File: src/rtl/regfile_wb_ctrl.sv
// Register-file write-back controller: the ALU result has priority, long-op returns go through a FIFO,
// and a pending-destination scoreboard drives the hazard output. Define WB_BYPASS_EN to let long ops skip an empty FIFO.
module regfile_wb_ctrl #(
  parameter int DEPTH = 4,
  parameter int DW    = 32,
  parameter int AW    = 5
) (
  input  logic                       clk,
  input  logic                       rst,
  input  logic                       alu_valid,
  input  logic [AW-1:0]              alu_wa,
  input  logic [DW-1:0]              alu_wd,
  input  logic                       lng_valid,
  output logic                       lng_ready,
  input  logic [AW-1:0]              lng_wa,
  input  logic [DW-1:0]              lng_wd,
  input  logic                       issue_valid,
  input  logic [AW-1:0]              issue_wa,
  input  logic [AW-1:0]              chk_ra0,
  input  logic [AW-1:0]              chk_ra1,
  input  logic [AW-1:0]              chk_wa,
  output logic                       hazard,
  output logic [$clog2(DEPTH):0]     pend_cnt,
  output logic                       rf_we,
  output logic [AW-1:0]              rf_wa,
  output logic [DW-1:0]              rf_wd
);
  localparam int PW = $clog2(DEPTH);
  localparam int CW = PW + 1;
  localparam int NR = 2 ** AW;

  typedef struct packed {
    logic [AW-1:0] wa;
    logic [DW-1:0] wd;
  } ent_t;

  ent_t          mem_q [DEPTH];
  ent_t          mem_d [DEPTH];
  logic [PW-1:0] wr_ptr_q, wr_ptr_d;
  logic [PW-1:0] rd_ptr_q, rd_ptr_d;
  logic [CW-1:0] cnt_q, cnt_d;
  logic [NR-1:0] pend_q, pend_d;
  logic          rf_we_q, rf_we_d;
  logic [AW-1:0] rf_wa_q, rf_wa_d;
  logic [DW-1:0] rf_wd_q, rf_wd_d;

  ent_t head;
  logic empty, push, pop, byp;

  assign head = mem_q[rd_ptr_q];

  always_comb begin
    empty     = (cnt_q == '0);
    lng_ready = (cnt_q != CW'(DEPTH));
    pop       = !alu_valid && !empty;
`ifdef WB_BYPASS_EN
    byp       = empty && !alu_valid && lng_valid;
`else
    byp       = 1'b0;
`endif
    // A bypassed entry is consumed by the output register, so it never occupies a FIFO slot.
    push      = lng_valid && lng_ready && !byp;

    rf_we_d = 1'b0;
    rf_wa_d = rf_wa_q;
    rf_wd_d = rf_wd_q;
    pend_d  = pend_q;
    if (alu_valid) begin
      rf_we_d = (alu_wa != '0);
      rf_wa_d = alu_wa;
      rf_wd_d = alu_wd;
    end else if (pop) begin
      rf_we_d = (head.wa != '0);
      rf_wa_d = head.wa;
      rf_wd_d = head.wd;
      pend_d[head.wa] = 1'b0;
    end else if (byp) begin
      rf_we_d = (lng_wa != '0);
      rf_wa_d = lng_wa;
      rf_wd_d = lng_wd;
      pend_d[lng_wa] = 1'b0;
    end
    // Set after clear so a same-edge reissue keeps the register pending.
    if (issue_valid) pend_d[issue_wa] = 1'b1;
    pend_d[0] = 1'b0;

    mem_d    = mem_q;
    wr_ptr_d = wr_ptr_q;
    rd_ptr_d = rd_ptr_q;
    if (push) begin
      mem_d[wr_ptr_q] = '{wa: lng_wa, wd: lng_wd};
      wr_ptr_d        = wr_ptr_q + PW'(1);
    end
    if (pop) rd_ptr_d = rd_ptr_q + PW'(1);

    cnt_d = cnt_q;
    if (push && !pop)      cnt_d = cnt_q + CW'(1);
    else if (pop && !push) cnt_d = cnt_q - CW'(1);
  end

  always_ff @(posedge clk or posedge rst) begin
    if (rst) begin
      for (int unsigned i = 0; i < DEPTH; i++) mem_q[i] <= '0;
      wr_ptr_q <= '0;
      rd_ptr_q <= '0;
      cnt_q    <= '0;
      pend_q   <= '0;
      rf_we_q  <= 1'b0;
      rf_wa_q  <= '0;
      rf_wd_q  <= '0;
    end else begin
      mem_q    <= mem_d;
      wr_ptr_q <= wr_ptr_d;
      rd_ptr_q <= rd_ptr_d;
      cnt_q    <= cnt_d;
      pend_q   <= pend_d;
      rf_we_q  <= rf_we_d;
      rf_wa_q  <= rf_wa_d;
      rf_wd_q  <= rf_wd_d;
    end
  end

  assign hazard   = pend_q[chk_ra0] | pend_q[chk_ra1] | pend_q[chk_wa];
  assign pend_cnt = cnt_q;
  assign rf_we    = rf_we_q;
  assign rf_wa    = rf_wa_q;
  assign rf_wd    = rf_wd_q;
endmodule

File: config.mk
export PLATFORM = sky130hd
export DESIGN_NAME = regfile_wb_ctrl
export DESIGN_NICKNAME = d
export VERILOG_FILES = /design/src/rtl/regfile_wb_ctrl.sv
export SDC_FILE = /design/constraint.sdc
export NUM_CORES = 1
export LEC_CHECK = 0
export CORE_MARGIN = 3
export CORE_UTILIZATION = 55
export DETAILED_ROUTE_END_ITERATION = 7
export GPL_TIMING_DRIVEN = 0
export PLACE_DENSITY = 0.8
export RECOVER_POWER = 50
export SYNTH_ARGS = -nofsm -noshare
export SYNTH_HDL_FRONTEND = slang
export SYNTH_SLANG_ARGS = --single-unit
File: constraint.sdc
create_clock -name clk -period 11.8 [get_ports clk]
set_input_delay 3.54 -clock clk [delete_from_list [all_inputs] [get_ports clk]]
set_output_delay 3.54 -clock clk [all_outputs]
set_load 0.1 [all_outputs]
======== Word-level counts from Yosys, hierarchy flattened ========
Cells that the tools add are included.
operators by class
  add/sub/neg operators ................... 4
  $lt $le $gt $ge ......................... 10
  equality and inequality tests ........... 1
  mux-type cells .......................... 27
  bitwise operators ....................... 7
  reduce and logical (&&, ||, !) cells .... 16
operator list
  kind                 count
  $mux 32              5
  $bwmux 148           1
  $mux 37              3
  $bmux 37 s2          1
  $demux 37 s2         1
  $and 32x32->32       1
  $not 32->32          1
  $or 32x32->32        1
  $lt 5x6->1 const B   5
  $bmux 1 s5           3
  $demux 1 s5          2
  $ge 5x1->1 const B   2
  $mux 5               2
  $reduce_bool 5->1    2
  $logic_and 1x1->1    7
  $mux 1               7
  $ge 3x3->1 const B   2
  $mux 3               2
  $not 2->3            2
  $add 2x1->2 const B  2
  $logic_not 1->1      4
  $reduce_bool 2->1    2
  $add 3x1->3 const B  1
  $logic_not 3->1      1
  4 further kinds      5
word-level totals
  register bits ........................... 224
  output and inout port bits .............. 43

======== Depth between registers and ports, before layout ========
  depth after elaboration ................. 14
  depth in mapped cells ................... 10
  gate-level depth less buffers ........... 9

======== Least setup slack after synthesis ========
OpenSTA, ideal clock, no wires.
  path kind ............................... in2out
  start ................................... in chk_ra0[1]
  end ..................................... out hazard
  arrival time ............................ 5.586 ns
  path slack .............................. 2.674 ns
  stages on the path ...................... 6
  buffers on the path ..................... 1
  cells stage by stage .................... clkbuf_1 -> mux4_2 -> nand2b_1 -> o211ai_1 -> o211a_1 -> nand4_1
on the way
  cells in the longest elaborated chain, start to end .. 4
RTL lines
  item                          RTL line  source
  start: declaration            19        input logic [AW-1:0] chk_ra0,
  $bmux 1 s5                    123       assign hazard = pend_q[chk_ra0] | pend_q[chk_ra1] | pend_q[chk_wa];
  $mux 1 (implied by the code)  123
  $or 1x1->1 (2 in series)      123
  end: declaration              22        output logic hazard,
Every way passes these cells. The select of a mux whose other input is x is not followed.

======== Worst setup path after layout ========
  start ................................... in chk_ra1[1]
  end ..................................... out hazard
on the way
  cells in the longest elaborated chain, start to end .. 4
RTL lines
  item                          RTL line  source
  start: declaration            20        input logic [AW-1:0] chk_ra1,
  $bmux 1 s5                    123
  $mux 1 (implied by the code)  123
  $or 1x1->1 (2 in series)      123
Every way passes these cells. The select of a mux whose other input is x is not followed.

==> summary.md <==
| Metric | Value |
|---|---|
| Hold_ws | 480 ps |
| Vias in the first global route | 7521 |
| Dpl cells | 1126 |
| Post-route insts no fill | 1166 |
| Crit-path cells | clkdlybuf4s50_1, buf_2, mux2_2, o22ai_1, nor4b_1, nor3_1, nand4_1, clkdlybuf4s50_1 |
| CTS Root Cell | clkbuf_16 |
| Hold Crit Class | reg -> reg |
| Cell Rows | 50 |
| Starting Density | 0.563 |
| Clock Power Share | 0.173 |
| Detailed Route WL | 24600 um |
| Synthesized instance count | 759 |
| Layout cells sized above 1 | 0.299 |
| Synth Area in Adders | 0.00781 |
| Power Dens Cells | 309 nW/um^2 |
| Unrepaired setup endpoints after global routing | no |
| Die ar. | 20900 sq um |
| Worst Path Required | 8260 ps |
| Switching Fraction | 0.406 |
| Critical setup path kind | in -> out |
| DR WL/cell | 21.1 um |
| Outcome | finished with violations |
| DRT iter0 DRCs | 440 |
| Die extent in x | 145 um |
| Max_cap viols | 3 |
| Hpwl dp | 16900 um |
| Final hold violations | 0 |
| CP max FO | 10 |
| # IOs | 142 |
| GPL Wtd Cong | 0.917 |
| CTS buffer count | 23 |
| Syn nets | 864 |
| Post-synthesis mux area share | 0.317 |
| P&R area growth vs syn | 21.8% |
| Reg clk slew, reported paths | 60 ps |
| Worst-Skew Late Latency | 510 ps |
| CP max stage cell | clkdlybuf4s50_1 |
| Fin crit period | 9800 ps |
| Drt drc | 0 |
| Leakage | 0.00533 uW |
| First-pass DRT Iterations | 7 |
| WP data arrival | 6260 ps |
| Via count | 7062 |
| CP endpoint kind | primary output |
| Worst vdd ir | 215 uV |
| Final period util | 0.831 |
| Core area | 18800 sq um |
| Post-cts sizing count | 0 |
| Die H | 145 um |
| Post-DRT Antenna Nets | 0 |
| Combinational power share | 0.477 |
| CTS tree | yes |
| Hold buffers post-CTS | 0 |
| Synth top area cells | dfrtp_1, mux2_2, mux4_2 |
| Synth Area in Compound Gates | 0.0613 |
| Post-synth EDFFs | 0 |
| Yosys Warn Count | 0 |
| Largest net degree at the start of global routing | 126 |
| Commonest non-fill, non-tap cells in the layout | dfrtp_1, mux2_2, clkdlybuf4s50_1 |
| Post-Synth Simple-Gate Area | 0.0558 |
| Failing checks | max-capacitance violations, max-slew violations |
| GRT Total Usage | 0.243 |
| Clock tree buffer depth | 3 |
| Largest family of logic cells by synthesized area | multiplexers |
| Top cell type's share of synthesized area | 0.530 |
| Post-synth top area cell | dfrtp_1 |
| Nets | 1022 |
| # fillers | 1315 |
| IO buf count | 132 |
| Initial antenna violation count | 0 |
| Reg power frac | 0.350 |
| Commonest non-fill, non-tap cell in the layout | dfrtp_1 |
| Post-Syn Area per Cell | 13.9 sq um |
| Synth cell types | 54 |
| Fmax | 102 MHz |
| Largest delay share family, worst path | buffers and inverters |
| Critical Path Source Type | input port |
| Clock sink total | 224 |
| Global route overflow | 0 |
| N_diodes | 0 |
| Syn Std Cell Area | 10600 sq um |
| NetSw | 1620 uW |
| Crit path buf inv count | 3 |
| Ys flop type | dfrtp_1 |
| Flops & latches, synth | 224 |
| Worst-Margin Slew | 4360 ps |
| CP dominant cell by count | clkdlybuf4s50_1 |
| Postcts setup bufs | 0 |
| # setup viols final | 0 |
| Async SR Flop Fraction | 1.00 |
| Count of pins over their slew limit | 234 |
| CTS H-tree lvls | 1 |
| Post-synthesis xor/xnor area fraction | 0.00497 |
| Slew Limit Headroom | -1.93 |
| Drt via density | 6.06 |
| Clock Skews | 24.5 ps |
| Wire length of the first global-routing pass | 40000 um |
| Int Power | 2370 uW |
| Seq/Total Area, Yosys | 0.530 |
| Critical path's largest stage delay | 980 ps |
through the flow:
| stage | worst slack, ps | power, uW | TNS, ps | utilization | area, sq um |
|---|---|---|---|---|---|
| after CTS | 2000 | 4020 | 0 | 0.690 | 12900 |
| after detailed placement | 2000 | 3320 | 0 | 0.651 | 12200 |
| after global routing | 1640 | 4190 | 0 | 0.686 | 12900 |
| after floorplan | 2130 | 2830 | 0 | - | 10600 |
| after global placement | -710 | 3260 | -153990 | 0.649 | 12200 |
| final | 2000 | 3980 | 0 | 0.686 | 12900 |
state kept, by name (all words and copies together) (netlist names):
signal	count
mem_q	148
pend_cnt	3
pend_q	31
rd_ptr_q	2
rf_wa	5
rf_wd	32
rf_we	1
wr_ptr_q	2
logic make-up (layout without fill, tap and decap cells):
group           Yosys count  count (layout)
mux                     248             248
flops                   224             224
compound gates          117             117
simple gates            105             105
buf+inv                  53             226
fa+ha+maj                 6               6
xor+xnor                  6               6
routing by layer:
metal,track usage,vias to the layer above,routed length [um]
li1,-,3165,-
met5,0,-,0
met3,0.0457,39,1390
met2,0.419,216,12700
met4,0.0565,0,464
met1,0.326,3642,9960
synthesized netlist by cell type, drive strengths merged, types with 2 or more instances:
cell	instances
nor3b	3
nand4	3
or3	2
clkbuf	11
nor2	10
xor2	3
a221o	2
dfrtp	224
a21oi	3
o22ai	2
nor3	6
nand3	6
nand2b	5
mux2	155
mux4	54
or3b	4
nand2	47
mux2i	39
a222oi	4
inv	11
o21ai	97
nor2b	2
buf	31
ha	5
o211ai	2
nand3b	9
xnor2	3
path summary, 6_finish.rpt:
kind / start / cells after the start / slack (ps) / end
max reg2reg: pend_cnt[0]$_DFFE_PP0P_ / 5 / 8670 / rf_wd[4]$_DFFE_PP0P_
max: chk_ra1[1] / 8 / 2000 / hazard
min: rf_wd[1]$_DFFE_PP0P_ / 2 / 480 / rf_wd[1]$_DFFE_PP0P_
min reg2reg: rf_wd[1]$_DFFE_PP0P_ / 2 / 480 / rf_wd[1]$_DFFE_PP0P_
max in group asynchronous: rst / 3 / 2750 / mem_q[83]$_DFFE_PP0P_
min in group asynchronous: rst / 2 / 4800 / pend_cnt[2]$_DFFE_PP0P_
power by group through the flow:
stage / sequential [uW] / combinational [uW] / clock (uW)
after global placement: 1380 / 1880 / 0
after global routing: 1440 / 2020 / 730
after floorplan: 1840 / 991 / 0
after detailed placement: 1400 / 1920 / 0
final: 1390 / 1900 / 688
after CTS: 1390 / 1930 / 700
cell type report:
class | instances | area, sq um | share of cell area
tap | 234 | 293 | 0.0227
sequential | 224 | 5610 | 0.435
buffer | 42 | 199 | 0.0154
clock buffer | 35 | 691 | 0.0536
multi-input combinational | 482 | 4690 | 0.364
inverter | 11 | 42.5 | 0.00330
timing repair buffer | 133 | 1330 | 0.103
clock inverter | 5 | 27.5 | 0.00214
tightest hold or removal path, stage by stage (launching register included):
cell,delay (ps)
dfrtp_1,340
nand2_1,40
o21ai_0,60
Note: power is estimated with default switching activity, not from simulation.
